--- src/rtl/riscv_muldiv_unit.sv ---
// riscv_muldiv_unit: iterative RV32M multiply/divide execute unit.
// Multiplies use a 32-step shift-add; divides use a 32-step restoring
// shift-subtract. Divide-by-zero, signed overflow and non-M ops finish in
// one cycle. Optional macro MULDIV_FAST_MUL_EN swaps the iterative multiply
// for a single-cycle 33x33 signed multiplier; divides are unaffected.
//
// state | meaning
// IDLE  | waiting for an op, in_ready high
// CALC  | one shift-add / shift-subtract step per cycle, cnt counts down
// DONE  | result presented, held until out_ready
module riscv_muldiv_unit #(
    parameter int XLEN  = 32,
    parameter int TAG_W = 5
) (
    input  logic             clk,
    input  logic             rst_n,
    input  logic             flush,
    input  logic             in_valid,
    output logic             in_ready,
    input  logic [4:0]       in_op,
    input  logic [XLEN-1:0]  in_rs1,
    input  logic [XLEN-1:0]  in_rs2,
    input  logic [TAG_W-1:0] in_tag,
    output logic             out_valid,
    input  logic             out_ready,
    output logic [XLEN-1:0]  out_result,
    output logic [TAG_W-1:0] out_tag,
    output logic             busy
);

    typedef enum logic [1:0] {IDLE, CALC, DONE} state_t;

    state_t           state;
    logic [4:0]       cnt;
    logic [2:0]       op_q;      // {is_div, fn[1:0]}
    logic [TAG_W-1:0] tag_q;
    logic [31:0]      opa;       // |multiplicand|
    logic [31:0]      opb;       // |divisor|
    logic             neg;       // final result must be negated
    logic [63:0]      acc;       // mul: {hi, multiplier}; div: {rem, quotient}
    logic [31:0]      res;
    logic             vld;

    // Operand decode at issue: signedness, magnitudes, result sign.
    logic        is_m, rs1_sgn, rs2_sgn, a_neg, b_neg, neg_in;
    logic [31:0] abs_a, abs_b;

    assign is_m    = in_op[3] & ~in_op[4];
    assign rs1_sgn = in_op[2] ? ~in_op[0] : (in_op[1:0] == 2'b01 || in_op[1:0] == 2'b10);
    assign rs2_sgn = in_op[2] ? ~in_op[0] : (in_op[1:0] == 2'b01);
    assign a_neg   = rs1_sgn & in_rs1[31];
    assign b_neg   = rs2_sgn & in_rs2[31];
    assign abs_a   = a_neg ? -in_rs1 : in_rs1;
    assign abs_b   = b_neg ? -in_rs2 : in_rs2;
    // Remainder follows the dividend; everything else follows the sign product.
    assign neg_in  = (in_op[2] & in_op[1]) ? a_neg : (a_neg ^ b_neg);

`ifdef MULDIV_FAST_MUL_EN
    logic signed [32:0] fa, fb;
    logic signed [63:0] fprod;
    assign fa    = {rs1_sgn & in_rs1[31], in_rs1};
    assign fb    = {rs2_sgn & in_rs2[31], in_rs2};
    assign fprod = 64'(fa) * 64'(fb);
`endif

    // Single-cycle results: non-M ops, divide by zero, signed overflow.
    logic        fast_hit;
    logic [31:0] fast_res;
    always_comb begin
        fast_hit = 1'b0;
        fast_res = 32'd0;
        if (!is_m) begin
            fast_hit = 1'b1;
        end else if (in_op[2]) begin
            if (in_rs2 == 32'd0) begin
                fast_hit = 1'b1;
                fast_res = in_op[1] ? in_rs1 : 32'hFFFF_FFFF;
            end else if (!in_op[0] && in_rs1 == 32'h8000_0000 && in_rs2 == 32'hFFFF_FFFF) begin
                fast_hit = 1'b1;
                fast_res = in_op[1] ? 32'd0 : 32'h8000_0000;
            end
        end
`ifdef MULDIV_FAST_MUL_EN
        else begin
            fast_hit = 1'b1;
            fast_res = (in_op[1:0] == 2'b00) ? fprod[31:0] : fprod[63:32];
        end
`endif
    end

    // One iteration step plus the sign-corrected result of the final step.
    logic [32:0] mul_sum, div_sh, div_dif;
    logic [63:0] acc_nxt, prod_fix;
    logic [31:0] div_sel, div_fix, calc_res;
    always_comb begin
        mul_sum = {1'b0, acc[63:32]} + (acc[0] ? {1'b0, opa} : 33'd0);
        div_sh  = {acc[63:32], acc[31]};
        div_dif = div_sh - {1'b0, opb};
        acc_nxt = {mul_sum, acc[31:1]};
        if (op_q[2]) begin
            if (!div_dif[32])
                acc_nxt = {div_dif[31:0], acc[30:0], 1'b1};
            else
                acc_nxt = {div_sh[31:0], acc[30:0], 1'b0};
        end
        prod_fix = neg ? -acc_nxt : acc_nxt;
        div_sel  = op_q[1] ? acc_nxt[63:32] : acc_nxt[31:0];
        div_fix  = neg ? -div_sel : div_sel;
        if (op_q[2])
            calc_res = div_fix;
        else if (op_q[1:0] == 2'b00)
            calc_res = prod_fix[31:0];
        else
            calc_res = prod_fix[63:32];
    end

    // Control FSM and datapath registers; flush beats both accept and out_ready.
    always_ff @(posedge clk or negedge rst_n) begin
        if (!rst_n) begin
            state <= IDLE;
            cnt   <= 5'd0;
            op_q  <= 3'd0;
            tag_q <= '0;
            opa   <= 32'd0;
            opb   <= 32'd0;
            neg   <= 1'b0;
            acc   <= 64'd0;
            res   <= 32'd0;
            vld   <= 1'b0;
        end else if (flush) begin
            state <= IDLE;
            cnt   <= 5'd0;
            vld   <= 1'b0;
        end else begin
            case (state)
                IDLE: if (in_valid) begin
                    op_q  <= in_op[2:0];
                    tag_q <= in_tag;
                    opa   <= abs_a;
                    opb   <= abs_b;
                    neg   <= neg_in;
                    acc   <= {32'd0, in_op[2] ? abs_a : abs_b};
                    if (fast_hit) begin
                        res   <= fast_res;
                        vld   <= 1'b1;
                        state <= DONE;
                    end else begin
                        cnt   <= 5'd31;
                        state <= CALC;
                    end
                end
                CALC: begin
                    acc <= acc_nxt;
                    if (cnt == 5'd0) begin
                        res   <= calc_res;
                        vld   <= 1'b1;
                        state <= DONE;
                    end else begin
                        cnt <= cnt - 5'd1;
                    end
                end
                DONE: if (out_ready) begin
                    vld   <= 1'b0;
                    state <= IDLE;
                end
                default: state <= IDLE;
            endcase
        end
    end

    assign in_ready   = (state == IDLE);
    assign busy       = (state != IDLE);
    assign out_valid  = vld;
    assign out_result = res;
    assign out_tag    = tag_q;

endmodule

--- config.mk ---
export PLATFORM = sky130hd
export DESIGN_NAME = riscv_muldiv_unit
export DESIGN_NICKNAME = d
export VERILOG_FILES = /design/src/rtl/riscv_muldiv_unit.sv
export SDC_FILE = /design/constraint.sdc
export NUM_CORES = 1
export LEC_CHECK = 0
export CAP_MARGIN = 0
export CORE_MARGIN = 1
export CORE_UTILIZATION = 45
export DETAILED_ROUTE_END_ITERATION = 8
export PLACE_DENSITY_LB_ADDON = 0.25
export REMOVE_ABC_BUFFERS = 1
export SETUP_SLACK_MARGIN = 0.02
export SYNTH_ARGS = -nofsm -noshare
export SYNTH_HDL_FRONTEND = slang
export SYNTH_SLANG_ARGS = --single-unit
--- constraint.sdc ---
create_clock -name clk -period 7.6 [get_ports clk]
set_input_delay 1.52 -clock clk [delete_from_list [all_inputs] [get_ports clk]]
set_output_delay 1.52 -clock clk [all_outputs]
set_load 0.01 [all_outputs]
Yosys cells after proc, flatten, opt, wreduce, memory -nomap -nowiden. Cells that the tools add are included. W data, S select, Z words.

Bits in registers: 177. Word-level logic and storage cells: 105. Bits of input ports: 79.

Reduce and logical (&&, ||, !) cells: 18. Equality and inequality tests: 15. Add/subtract/negate cells: 7. Mux-type cells: 47. Bitwise gates (word level): 8.

Operators with widths (number): $mux W32 (17); $mux W64 (4); $pmux W64 S2 (1); $neg A32 Y32 (3); $eq A32 B32 Y1 const B (2); $neg A64 Y64 (1); $pmux W32 S2 (1); $add A32 B32 Y33 (1); $sub A33 B32 Y33 (1); $logic_not A32 Y1 (1); $mux W5 (4); $ne A3 B3 Y1 const B (5); $mux W1 (12); $mux W2 (5); $pmux W5 S2 (1); $reduce_and A5 Y1 (2); $reduce_and A3 Y1 (3); $pmux W2 S3 (1); $logic_not A5 Y1 (1); $sub A5 B1 Y5 const B (1); $and A1 B1 Y1 (4); $eq A2 B1 Y1 const B (2); $eq A2 B2 Y1 const B (2); $logic_not A2 Y1 (2); 13 further kinds (18).

Depth between registers and ports, before layout. Gate-level depths: netlist of run 1.

Word-level depth: 11. Depth in mapped cells: 23. Gate-level depth less buffers: 23.

Worst setup path before layout of run 1. No wires, ideal clock.

Path kind: reg2reg. Start point: register acc[31]. End point: register res[30], in the netlist out_result[30]. Required time: 7474 ps. Stages on the path, launching flop included: 24. Buffers on the path: 0. Setup slack: 2087 ps. Clock period less this slack: 5513 ps. Library setup time: 126 ps. Data arrival time: 5387 ps. Cells stage by stage: dfrtp_1 -> inv_1 -> ha_1 -> inv_1 -> fa_1 -> a211oi_2 -> o21ai_1 -> o21ai_2 -> a21oi_2 -> a311o_1 -> a211oi_4 -> ha_1 -> nor2b_1 -> o21ai_0 -> nor3_1 -> and2_1 -> nand2_1 -> o21a_1 -> or3_1 -> or4_1 -> nor4bb_1 -> mux2i_1 -> a221oi_1 -> nor2_1.

Cells in the longest elaborated chain, start to end: 9.

Ends and longest elaborated chain: from (decl) (line 40) `logic [63:0] acc;`; from (signal assigned) (line 142) `acc <= {32'd0, in_op[2] ? abs_a : abs_b};`; from (signal assigned) (line 153) `acc <= acc_nxt;`; $sub A33 B32 Y33 (line 98) `div_dif = div_sh - {1'b0, opb};`; $mux W64 (line 101) `if (!div_dif[32])`; $mux W64 * (line 100) `if (op_q[2]) begin`; $neg A64 Y64 / $mux W32 (equally long branches) (line 106, 107); $mux W64 / $neg A32 Y32 (equally long branches) (line 106, 108); $mux W32, on equally long branches (line 111, 108); $mux W32 * (line 109) `if (op_q[2])`; $mux W32 * (line 154) `if (cnt == 5'd0) begin`; $pmux W32 S2 * (line 135) `case (state)`; to (signal assigned) (line 144) `res <= fast_res;`; to (signal assigned) (line 155) `res <= calc_res;`; to (decl) (line 41) `logic [31:0] res;`.

Mark *: on every way between the ends. The rest lies on a longest branch, timed or not. The select of a mux whose other input is x is not followed. A chain may end at the register's enable or synchronous reset.

Worst setup path after layout of run 1. Ends and elaborated chain as after synthesis.

==> flow_metrics.tcl, run 1 <==
set metrics [dict create \
    skew_ps 13.6 \
    cts_resized 0 \
    avgSynthCellArea_um2 7.30 \
    synth_edf_count 0 \
    die_height_um 206 \
    coreArea_um2 40900 \
    start_kind "flip-flop" \
    yosysTopAreaCell "dfrtp_1" \
    slew_headroom 0.108 \
    ys_ff_latch 177 \
    hold_violations 0 \
    grt_max_degree 95 \
    synth_mux_area_frac 0.0386 \
    overflow 0 \
    arrival_ps 7090 \
    fin_crit_ps 6720 \
    grt_use_total 0.397 \
    synthToLayoutAreaGrowth_pct 11.7 \
    num_antenna_cells 0 \
    clock-root-buffer "clkbuf_16" \
    ctsHoldBuffers 0 \
    ys_warn_count 0 \
    worstMarginPinSlew_ps 1340 \
    cts.sinks 177 \
    finalMaxSlewViolations 0 \
    antenna_found_initial 4 \
    viasPerCell 6.71 \
    grt_pass1_vias 19300 \
    p_total_mw 6.38 \
    synth_compound_area_frac 0.298 \
    rsz0062_at_grt "false" \
    drive_gt1_frac 0.0591 \
    synth_most_common_cell "nand2_1" \
    synth_top_area_share 0.237 \
    clk_latency_ps 480 \
    async_reset_ff_frac 1.00 \
    fill_cells 4102 \
    p_leak_nw 8.52 \
    initial_core_util 0.457 \
    postRouteAntennaNets 0 \
    finish.utilization 0.510 \
    drtIter0Drc 2639 \
    wl_mm 83.8 \
    finalSetupViolations 0 \
    htree_num_levels 4 \
    dpl.hpwl_mm 64.9 \
    layout.nets 2730 \
    synthFlopType "dfrtp_1" \
    final_area_um2 20900 \
    routed-via-count 20900 \
    crit_fanout 8 \
    num_rows 74 \
    grt_pass1_wl_mm 124 \
    dieArea_um2 42300 \
    io_pins 119 \
    wire_per_inst_um 26.9 \
    drc 0 \
    clockBufferDepth 2 \
    io_buffers 118 \
    yosys.area_share.simple 0.243 \
    crit_path_end_kind "flip-flop" \
    hp-class "flip-flop to flip-flop" \
    ir_drop_mv 0.199 \
    synth_top_family_by_area "compound AO/OA/AOI/OAI gates" \
    cts_made_buffers 17 \
    dpl_cell_area_um2 20200 \
    worstPathRequired_ps 7970 \
    syn-cell-area_um2 18700 \
    p_per_area_nw_per_um2 306 \
    ys_types 95 \
    clk_pin_slew_ps 80 \
    die_w_um 206 \
    ys_seq_area_frac 0.237 \
    ys_top_cells_by_count "383 x nand2_1, 272 x o21ai_0, 204 x nor2_1" \
    postSynthCellCount 2559 \
    postCtsSetupRepairBufs 0 \
    synth_fa_ha_area_frac 0.0524 \
    gp_congestion 1.00 \
    cts_tree "done" \
    cap_viol_max_count 0 \
    crit_type "flip-flop to flip-flop" \
    synth.area.top_cells "dfrtp_1 24%, nand2_1 7.7%, o21ai_0 7.3%, ha_1 5.0%, xnor2_1 4.6%" \
    synthXorXnorAreaFrac 0.0788 \
    finalCritPeriodShare 0.884 \
    timing.fmax_ghz 0.149 \
    outcome "complete, no violations" \
    dr.pass1.iters 8 \
]
## placed cells by master, fill, tap and decap left out, types with 9 or more instances in the layout
cell type          n
inv_1             77
or3_1             27
o21a_1            16
or4_1              9
o2111a_1          10
o22ai_1           18
buf_4             42
o211ai_1          30
xor2_1            70
a311oi_1          12
a2111oi_0          9
nor4_1            26
o31ai_1           38
nand2_1          383
or2_2             14
a211o_1           14
a21o_1            29
and3_1            12
ha_1              74
o221ai_1          12
a21oi_1          170
nor3_1            74
xnor2_1           98
nand4_1           41
and2_1            51
clkdlybuf4s50_1  117
a22o_1            17
a211oi_1          30
mux2_2            17
clkbuf_16         17
mux2i_1           53
o21ai_0          272
nand2b_1          24
nor3b_1           10
a31oi_1           47
dfrtp_1          174
nand3_1           52
nor2_1           202
## kinds of logic after synthesis
kind of cell,Yosys count
AOI/OAI and AO/OA,853
xor gates and xnor gates,168
adders and majority gates,77
buffers and inverters,246
DFF,177
muxes,70
and+or+nand+nor,968
## layer usage
metal / track usage / vias up / routed length (um)
met5: 0 / - / 0
met3: 0.101 / 139 / 10500
met2: 0.571 / 1329 / 34800
met1: 0.558 / 10100 / 35200
met4: 0.167 / 0 / 3380
li1: - / 9397 / -
## critical path, cell delays in order, from the launching register on
cell	delay [ps]
dfrtp_1	430
inv_1	120
ha_1	160
inv_1	50
fa_1	440
a211oi_2	280
o21ai_1	220
o21ai_2	300
a21oi_2	160
a311o_1	440
a211oi_4	460
ha_1	300
nor2b_1	140
o21ai_0	130
nor3_1	450
and2_1	270
nand2_1	170
o21a_1	300
or3_1	350
or4_1	540
nor4bb_1	420
mux2i_1	140
a221oi_1	260
nor2_1	60
## through the flow
stage | setup TNS [ps] | std cells | worst slack, ps | hold WS [ps]
detailed placement | 0 | 3087 | 1130 | 464
CTS | 0 | 3119 | 1080 | 482
global placement | 0 | 3087 | 1370 | 460
global route | 0 | 3119 | 669 | 491
floorplan | -4240 | 2395 | -587 | 442
finish | 0 | 3119 | 879 | 478
## layout make-up
cell class | instances | area (um^2) | area share
repair buffers | 160 | 1500 | 0.0719
clock inverters | 13 | 174 | 0.00834
multi-input cells | 2136 | 13300 | 0.639
inverters | 82 | 308 | 0.0148
clock buffers | 19 | 453 | 0.0217
flip-flops and latches | 177 | 4440 | 0.213
well taps | 532 | 666 | 0.0319
## report_power, final
part	switching (mW)	internal (mW)	total, mW
Combinational	2.53	1.34	3.88
Sequential	0.323	1.18	1.51
Clock	0.456	0.542	0.998
## registers in the layout, summed over array words and instances (netlist names)
register / count
out_valid: 1
neg: 1
opa: 32
state: 2
out_tag: 5
opb: 32
out_result: 32
acc: 64
op_q: 3
cnt: 5
## final timing paths
check | start | endpoint | slack [ps] | depth (start not counted)
max in group asynchronous | rst_n | op_q[2] | 5150 | 2
min reg2reg | opa[2] | opa[2] | 480 | 2
max reg2reg | acc[31] | out_result[30] | 880 | 23
min | opa[2] | opa[2] | 480 | 2
max | acc[31] | out_result[30] | 880 | 23
min in group asynchronous | rst_n | opb[27] | 1100 | 1
(Power assumes the default switching activity.)
==> run 2, diff against run 1 <==
- ABC_AREA: default -> 1
- CORE_UTILIZATION: 45 -> 50
- HOLD_SLACK_MARGIN: default -> 0.05
==> flow_metrics.tcl, run 2 <==
set metrics [dict create \
    outcome "complete, no violations" \
    p_int_mw 3.87 \
    finalCritPeriodShare 0.709 \
    yosysTopAreaCell "dfrtp_1" \
    num_rows 72 \
    worstPathRequired_ps 8020 \
    arrival_ps 5810 \
    viasPerCell 6.02 \
    finish.utilization 0.562 \
    initial_core_util 0.508 \
    grt_use_total 0.442 \
    crit_path_end "out_result[26]" \
    wire_per_inst_um 22.5 \
    r2r-end "out_result[20]" \
    hp-class "flip-flop to flip-flop" \
    ys_seq_area_frac 0.225 \
    ys_warn_count 0 \
    skew_ps 16.7 \
    synthFlopType "dfrtp_1" \
    routed-via-count 23800 \
    postRouteAntennaNets 0 \
    rrSetupSlack_ps 2490 \
    min_delay_path_depth 2 \
    rsz0062_at_grt "false" \
    clk_latency_ps 520 \
    largest_register "acc" \
    setup_tns_ps 0 \
    slowest_stage "clkinv_1" \
    p_switching_mw 5.87 \
    dr.pass1.iters 6 \
    gp_congestion 1.11 \
    final_cells 3952 \
    ys_types 59 \
    cp_top_family "simple AND/OR/NAND/NOR gates" \
    dp.cells 3919 \
    cp_common_cell "nand2_1" \
    startpoint "in_rs1[0]" \
    largest_reg_flops 64 \
    grt_pass1_vias 22500 \
    cap_viol_max_count 0 \
    p_per_area_nw_per_um2 447 \
    layout.nets 3576 \
    r2r_cells 28 \
    synthToLayoutAreaGrowth_pct 10.8 \
    cp_slowest_stage_delay_ps 690 \
    postSynthCellCount 3375 \
    cts_resized 0 \
    overflow 0 \
    finalSetupViolations 0 \
    synth_top_area_share 0.225 \
    coreArea_um2 38700 \
    power_frac_seq 0.172 \
    cts_tree "done" \
    final_cell_mix "1023 x nand2_1, 436 x inv_1, 373 x nor2_1" \
    ys_top_cells_by_count "1024 x nand2_1, 437 x inv_1, 373 x nor2_1" \
    ctsHoldBuffers 0 \
    wl_mm 89.1 \
    finalMaxSlewViolations 0 \
    worstMarginPinSlew_ps 1180 \
    worstPathCellList "clkdlybuf4s50_1 -> inv_1 -> ha_1 -> nand3_1 -> inv_1 -> nand2_1 -> nor3_1 -> nand4_1 -> nor4_1 -> nand3_1 -> nand2b_1 -> nand2_1 -> nand2_1 -> nor2_1 -> inv_1 -> nand2_1 -> buf_4 -> clkinv_1 -> nor2_1 -> a21oi_1" \
    die_w_um 200 \
    crit_path_end_kind "flip-flop" \
    dpl.hpwl_mm 70.1 \
    timing.fmax_ghz 0.186 \
    clock-root-buffer "clkbuf_16" \
    cp_num_cells 20 \
    r2r-start "acc[31]" \
    io_buffers 118 \
    avgSynthCellArea_um2 5.83 \
    drtIter0Drc 2810 \
    crit_buf_inv 6 \
    dieArea_um2 40100 \
    crit_type "input pin to flip-flop" \
    postCtsSetupRepairBufs 0 \
    grt_max_degree 109 \
    layout_commonest_cell "nand2_1" \
    synth_most_common_cell "nand2_1" \
    clockBufferDepth 2 \
    antenna_found_initial 3 \
    synth.area.top_cells "dfrtp_1 23%, nand2_1 20%, inv_1 8.3%, nand3_1 7.3%, nor2_1 7.1%" \
    drive_gt1_frac 0.0524 \
    clk_pin_slew_ps 80 \
    ys_ff_latch 177 \
    crit_fanout 36 \
    syn-cell-area_um2 19700 \
    hold_violations 0 \
    pwr-share-comb 0.726 \
    die_height_um 200 \
    start_kind "input pin" \
    htree_num_levels 4 \
    fin_crit_ps 5390 \
    slew_headroom 0.205 \
    io_pins 119 \
    async_reset_ff_frac 1.00 \
    cts_made_buffers 17 \
    synth_edf_count 0 \
    grt_pass1_wl_mm 134 \
    p_clk_frac 0.102 \
    ir_drop_mv 0.260 \
    switching_share 0.603 \
    fill_cells 4030 \
    drc 0 \
    p_leak_nw 11.2 \
    cts.sinks 177 \
]
## run 2: changes by cell type after synthesis, moves of 33 or more
cell	delta
nand2_1	+641
inv_1	+359
and2_1	-50
mux2i_1	-53
nand3_1	+233
xnor2_1	-84
nor3_1	-40
clkbuf_1	-44
nor2_1	+169
o21ai_0	-41
a31oi_1	-35
o31ai_1	-33
## run 2: power by group through the flow
stage	registers, mW	clock network [mW]	logic, mW
2_1_floorplan	1.72	0	4.28
3_5_place_dp	1.67	0	6.75
3_3_place_gp	1.67	0	6.71
6_report	1.68	0.989	7.07
4_1_cts	1.66	0.985	6.78
5_1_grt	1.71	1.02	7.65
## run 2: cells by family after synthesis
group                    count (synthesis)  share of synthesized area
AND/OR/NAND/NOR                       1862                      0.402
AO/OA/AOI/OAI                          586                      0.166
flip-flops                             177                      0.225
adder cells (fa/ha/maj)                 77                     0.0498
XOR/XNOR                                89                     0.0400
buffers and inverters                  584                      0.117
## run 2: stage by stage
step / total power [mW] / hold WS (ps) / setup WS [ps] / cell area [um^2]
after floorplan: 6.00 / 449 / 1370 / 19100
after global placement: 8.38 / 461 / 1940 / 21200
after detailed placement: 8.42 / 468 / 1850 / 21200
after CTS: 9.43 / 488 / 2370 / 21800
after global routing: 10.4 / 511 / 1990 / 21800
final: 9.73 / 486 / 2210 / 21800
## run 2: layout make-up
type / count / area (um^2) / share of cell area
antenna: 1 / 2.50 / 0.000115
multi-input combinational: 2614 / 12900 / 0.594
tap: 518 / 648 / 0.0298
sequential: 177 / 4430 / 0.204
clock inverter: 13 / 168 / 0.00770
inverter: 461 / 1730 / 0.0795
clock buffer: 19 / 443 / 0.0203
timing repair buffer: 149 / 1420 / 0.0651
## run 2: worst reg2reg max path, delay by kind of cell, from the launching register on
kind	cells	cell delay (ps)
simple gates	21	3180
fa+ha+maj	3	860
compound gates	2	440
flops	1	380
buf+inv	2	170
## run 2: metal layers
metal  track usage  wire, um  vias up
met5             0        13        -
met4         0.299      6640        2
met3         0.114     10100      345
met2         0.668     37900     1522
met1         0.554     34500    11000
li1              -         -    10900
## run 2: worst min path at each step
stage	start	slack [ps]	endpoint
2_1_floorplan	opa[31]	450	opa[31]
3_3_place_gp	out_tag[3]	460	out_tag[3]
3_5_place_dp	opa[16]	470	opa[16]
4_1_cts	opa[16]	490	opa[16]
5_1_grt	opa[14]	510	opa[14]
6_report	out_tag[0]	490	out_tag[0]
